==> src/rtl/riscv_fetch_stage.sv <==
// RISC-V instruction-fetch front end: owns the PC, issues word reads to imem,
// buffers returned instructions and hands {pc, instr} to decode; redirects flush.
module riscv_fetch_stage #(
    parameter int unsigned     XLEN     = 32,
    parameter logic [XLEN-1:0] RESET_PC = '0,
    parameter int unsigned     DEPTH    = 2
) (
    input  logic            clk,
    input  logic            rst_n,
    output logic            imem_req_valid,
    input  logic            imem_req_ready,
    output logic [XLEN-1:0] imem_req_addr,
    input  logic            imem_rsp_valid,
    input  logic [XLEN-1:0] imem_rsp_data,
    input  logic            redirect_valid,
    input  logic [XLEN-1:0] redirect_pc,
    output logic            id_valid,
    input  logic            id_ready,
    output logic [XLEN-1:0] id_pc,
    output logic [XLEN-1:0] id_instr
);
    localparam int unsigned PTR_W = $clog2(DEPTH);
    localparam int unsigned CNT_W = $clog2(DEPTH) + 1;
    localparam logic [CNT_W:0] DEPTH_W = (CNT_W+1)'(DEPTH);

    typedef enum logic {FETCH = 1'b0, FLUSH = 1'b1} state_t;

    state_t r_state, w_state_next;

    logic [XLEN-1:0]  r_pc;
    logic [CNT_W-1:0] r_outstanding;
    logic [CNT_W-1:0] r_count;
    logic [PTR_W-1:0] r_head, r_tail;
    logic [PTR_W-1:0] r_if_rd, r_if_wr;
    logic [XLEN-1:0]  r_buf_pc    [DEPTH];
    logic [XLEN-1:0]  r_buf_instr [DEPTH];
    logic [XLEN-1:0]  r_if_pc     [DEPTH];

    logic             w_fire;
    logic             w_push;
    logic             w_pop;
    logic             w_credit_ok;
    logic [CNT_W:0]   w_occupied;
    logic [CNT_W-1:0] w_pending;
    logic [XLEN-1:0]  w_redirect_target;

    // Buffered entries plus in-flight requests may never exceed DEPTH; a pop in
    // the same cycle is deliberately not credited to keep this path short.
    assign w_occupied  = {1'b0, r_count} + {1'b0, r_outstanding};
    assign w_credit_ok = w_occupied < DEPTH_W;

    assign w_fire            = imem_req_valid & imem_req_ready;
    assign w_pending         = r_outstanding - CNT_W'(imem_rsp_valid);
    assign w_redirect_target = redirect_pc & ~XLEN'(3);

    assign w_push = imem_rsp_valid & (r_state == FETCH) & ~redirect_valid;
    assign w_pop  = id_valid & id_ready & ~redirect_valid;

    assign imem_req_addr = r_pc;
    assign id_valid      = (r_count != '0);
    assign id_pc         = r_buf_pc[r_head];
    assign id_instr      = r_buf_instr[r_head];

    // NOTE: sequential state uses non-blocking assignments so every flop samples
    // pre-edge values regardless of block ordering.
    always_ff @(posedge clk or negedge rst_n) begin
        if (!rst_n) r_state <= FETCH;
        else        r_state <= w_state_next;
    end

    // NOTE: every always_comb output gets a default first so no latch is inferred.
    always_comb begin
        w_state_next = r_state;
        if (redirect_valid)
            w_state_next = (w_pending != '0) ? FLUSH : FETCH;
        else if (r_state == FLUSH && imem_rsp_valid && r_outstanding == CNT_W'(1))
            w_state_next = FETCH;
    end

    // Gating with rst_n keeps the request low while reset is held.
    always_comb begin
        imem_req_valid = 1'b0;
        if (rst_n && r_state == FETCH && !redirect_valid && w_credit_ok)
            imem_req_valid = 1'b1;
    end

    always_ff @(posedge clk or negedge rst_n) begin
        if (!rst_n) begin
            r_pc          <= RESET_PC;
            r_outstanding <= '0;
            r_if_rd       <= '0;
            r_if_wr       <= '0;
        end else begin
            if (redirect_valid)
                r_pc <= w_redirect_target;
            else if (w_fire)
                r_pc <= r_pc + XLEN'(4);
            r_outstanding <= r_outstanding + CNT_W'(w_fire) - CNT_W'(imem_rsp_valid);
            if (w_fire)
                r_if_wr <= r_if_wr + PTR_W'(1);
            if (imem_rsp_valid)
                r_if_rd <= r_if_rd + PTR_W'(1);
        end
    end

    // NOTE: the in-flight PC table has no reset; an entry is always written on
    // fire before its response can read it, so reset would only add wiring.
    always_ff @(posedge clk) begin
        if (w_fire)
            r_if_pc[r_if_wr] <= r_pc;
    end

    // The fetch buffer is reset because id_pc/id_instr must read zero out of reset.
    always_ff @(posedge clk or negedge rst_n) begin
        if (!rst_n) begin
            r_head  <= '0;
            r_tail  <= '0;
            r_count <= '0;
            for (int i = 0; i < int'(DEPTH); i++) begin
                r_buf_pc[i]    <= '0;
                r_buf_instr[i] <= '0;
            end
        end else if (redirect_valid) begin
            r_head  <= '0;
            r_tail  <= '0;
            r_count <= '0;
        end else begin
            if (w_push) begin
                r_buf_pc[r_tail]    <= r_if_pc[r_if_rd];
                r_buf_instr[r_tail] <= imem_rsp_data;
                r_tail              <= r_tail + PTR_W'(1);
            end
            if (w_pop)
                r_head <= r_head + PTR_W'(1);
            r_count <= r_count + CNT_W'(w_push) - CNT_W'(w_pop);
        end
    end

endmodule

==> config.mk <==
export PLATFORM = sky130hd
export DESIGN_NAME = riscv_fetch_stage
export DESIGN_NICKNAME = d
export VERILOG_FILES = /design/src/rtl/riscv_fetch_stage.sv
export SDC_FILE = /design/constraint.sdc
export NUM_CORES = 1
export LEC_CHECK = 0
export ABC_AREA = 1
export CAP_MARGIN = 40
export CORE_MARGIN = 2
export CORE_UTILIZATION = 35
export DETAILED_ROUTE_END_ITERATION = 10
export GPL_ROUTABILITY_DRIVEN = 0
export GPL_TIMING_DRIVEN = 1
export MAX_ROUTING_LAYER = met4
export SETUP_SLACK_MARGIN = 0.1
export SYNTH_ARGS = -nofsm -noshare
export SYNTH_HDL_FRONTEND = slang
export SYNTH_SLANG_ARGS = --single-unit
==> constraint.sdc <==
create_clock -name clk -period 3.9 [get_ports clk]
set_clock_uncertainty 0.05 [all_clocks]
set_input_delay 0.78 -clock clk [delete_from_list [all_inputs] [get_ports clk]]
set_output_delay 0.78 -clock clk [all_outputs]
set_load 0.02 [all_outputs]
==> flow_summary_export.csv <==
group,metric,value,unit
global_route,grt_usage,16.61,%
die,dieArea,30860,um^2
global_route,grt_overflow,0,
clock_tree,clock-root-buffer,"clkbuf_16",
logic_synthesis,ys_ff_latch,223,
logic_synthesis,synth-seq-area-share,57.00,%
timing,final_hold_viol_count,0,
routing,met3_length,1.278,mm
die,die_y,175.7,um
clock_tree,cts.sinks,223,
logic_synthesis,synth_compound_area_share,7.847,%
cells_and_area,regArea,5882,um^2
clock_tree,cts_hold_buf,0,
logic_synthesis,synth_cells,1170,
place,dp_cells,1677,
cells_and_area,nets,1395,
logic_synthesis,yosysUniqueCellTypes,36,
critical_path,critPathMaxFanout,63,
die,core_area,28860,um^2
timing,drv_slew,0,
critical_path,reg2reg_depth,7,
logic_synthesis,synth_area_leaders,"dfrtp_1 (40%), edfxtp_1 (17%), nand2_1 (17%)",
die,rows,62,
clock_tree,clkTransAtPathRegs,0.06,ns
clock_tree,clk_path_buf_depth,3,
clock_tree,cts_resized,0,
run,maxCapViolations,0,
cells_and_area,instances_no_fill,1721,
routing,vias_per_cell,4.631,
timing,min_period_over_period,86.92,%
logic_synthesis,ys.flop_type,"dfrtp_1",
cells_and_area,num-fill-cells,2821,
clock_tree,cts_buffers,24,
global_route,grt_pass1_vias,7608,
cells_and_area,num_antenna_cells,0,
timing,rsz0062_at_grt,"no",
critical_path,path_class,"register to output pin",
critical_path,worstSetupEndpointType,"output pin",
timing,setup-tns-final,0,ns
die,io_pins,168,
logic_synthesis,synth_top_area_cell,"dfrtp_1",
routing,post_drt_wl_per_cell,14.34,um
logic_synthesis,syn_area_per_cell,8.817,um^2
cells_and_area,multi_input_area,3711,um^2
logic_synthesis,synth_edf_count,60,
logic_synthesis,yosysTopAreaCellShare,39.54,%
cells_and_area,final_cell_area,13070,um^2
logic_synthesis,synthXorXnorAreaFrac,1.019,%
hold_path,hp-class,"input pin to async pin",
place,dp_hpwl,16.25,mm
clock_tree,cts-htree-levels,1,
logic_synthesis,synth.most_common_cell,"nand2_1",
logic_synthesis,synth_top_family_by_area,"simple AND/OR/NAND/NOR gates",
global_route,grt_start_max_net_pins,95,
critical_path,path_cells,"buf_12 > nand2_1 > o21ai_0 > clkdlybuf4s50_1",
timing,worstMarginPinSlew,0.6092,ns
routing,topRoutingLayerUsed,"met4",
routing,firstDrtPassIters,5,
clock_tree,clk_latency,0.52,ns
die,die_w,175.7,um
status,status,"finished clean",
clock_tree,post_cts.repair.setup_buffers,0,
routing,vias,7970,
timing,setup_viol,0,
pwr,power.density,684.8,nW/um^2
critical_path,slowest_delay,0.76,ns
critical_path,critPathSlowestCell,"dfrtp_2",
critical_path,r2r-start,"r_outstanding[0]$_DFF_PN0_",
cells_and_area,drive_above_1_share,9.125,%
die,initial_core_util,35.75,%
pwr,vdd_drop_max,0.0002828,V
critical_path,critical_path_required,3.07,ns
critical_path,regToRegEndpoint,"r_if_pc[0][5]$_DFFE_PP_",
logic_synthesis,netlist_top_cells_count,"nand2_1 (467), dfrtp_1 (163), inv_1 (109)",
logic_synthesis,synth.area.mux_share,3.275,%
logic_synthesis,async_flop_share,73.09,%
routing,drc_errors,0,
routing,drt-total-wl,24.69,mm
timing,relSlewSlack,59.39,%
logic_synthesis,synth-simple-area-share,22.84,%
critical_path,worst_ep_arrival_time,2.56,ns
routing,wl_met2,11.38,mm
routing,drtIter0Drc,612,
cells_and_area,syn2layout_area_growth,26.67,%
global_route,grt_pass1_wl,40.19,mm
logic_synthesis,yosysWarnings,0,
routing,route.antenna.remaining_nets,0,
place,io_buffers,161,
critical_path,cp-start-kind,"register",
pwr,p_leak,5.897,nW
place,place_area,12310,um^2
clock_tree,cts_tree,"done",
critical_path,rrSetupSlack,1.22,ns
global_route,antenna_found_initial,0,
routing,route.layer.met1.wl,11.59,mm
timing,layout_min_cycle_time,3.390,ns
logic_synthesis,syn_area,10320,um^2
timing,fmax,295.0,MHz
logic_synthesis,synth_fa_ha_area_share,0.8005,%
per-stage QoR:
step	hold WS [ns]	utilization, %	total power, W	worst slack [ns]
6_report	0.06759	45.28	0.008949	0.5102
5_1_grt	0.05917	45.28	0.009553	0.3418
4_1_cts	0.04870	45.28	0.009076	0.4411
3_5_place_dp	0.4149	42.66	0.006845	0.7837
3_3_place_gp	0.4089	42.49	0.006765	0.7699
2_1_floorplan	0.3992	-	0.005444	0.6002
per-layer routing:
| layer | track usage, % | vias to the layer above |
|---|---|---|
| met3 | 2.294 | 30 |
| met5 | - | - |
| li1 | - | 3997 |
| met2 | 26.21 | 209 |
| met4 | 3.650 | 0 |
| met1 | 22.92 | 3734 |
worst max-delay path: cells and delay by family (launching register included):
kind,cells,cell delay [ns]
flip-flops,1,0.76
AND/OR/NAND/NOR,1,0.08
buffers and inverters,2,1.02
AO/OA/AOI/OAI,1,0.15
cells in the final DEF (no fill, tap or decap), types with 5 or more instances in the layout:
cell             instances
o21bai_1                 8
ha_1                     5
xnor2_1                  7
o21ai_2                 19
nand3_1                 62
dfrtp_1                162
buf_4                    9
nor2_1                  41
mux2_2                  30
clkbuf_16               24
inv_1                  109
nand2_1                467
buf_12                   5
edfxtp_1                60
o21ai_1                 43
clkdlybuf4s50_1        160
xor2_1                   5
clkinv_2                11
o21ai_0                 67
layout make-up:
cell class              count  share of cell area, %
clock buffers              28                  4.711
multi-input cells         780                  28.40
well taps                 384                  3.677
repair buffers            176                  13.84
inverters                 114                  3.275
clock inverters            16                  1.092
flip-flops and latches    223                  45.01
power breakdown:
part / total, W / internal (W) / switching [W]
sequential: 0.00358 / 0.00314 / 0.000442
clock: 0.00218 / 0.00127 / 0.000916
combinational: 0.00318 / 0.00143 / 0.00175
worst max path at each step:
stage                                     from                        to  cells after the start
global route                r_head$_DFFE_PN0P_                 id_pc[16]                      4
finish                      r_head$_DFFE_PN0P_                 id_pc[31]                      4
global placement                redirect_valid            imem_req_valid                      5
CTS                         r_head$_DFFE_PN0P_                 id_pc[31]                      4
detailed placement              redirect_valid            imem_req_valid                      5
floorplan           r_outstanding[0]$_DFF_PN0_  r_if_pc[0][10]$_DFFE_PP_                      7
cells by family (layout without fill, tap and decap cells):
kind of cell,Yosys count,count (layout)
other,1,4
AOI/OAI and AO/OA,142,142
muxes,30,30
buffers and inverters,170,334
adders and majority gates,6,6
and+or+nand+nor,586,586
DFF,223,223
xor gates and xnor gates,12,12
state kept, by name (all words and copies together) (netlist names):
| signal | cells |
|---|---|
| r_outstanding | 2 |
| r_buf_pc | 60 |
| imem_req_addr | 30 |
| r_if_pc | 60 |
| r_state | 1 |
| r_count | 2 |
| r_head | 1 |
| r_if_rd | 1 |
| r_tail | 1 |
| r_if_wr | 1 |
| r_buf_instr | 64 |
No activity file was read; power rests on OpenSTA's default activity.
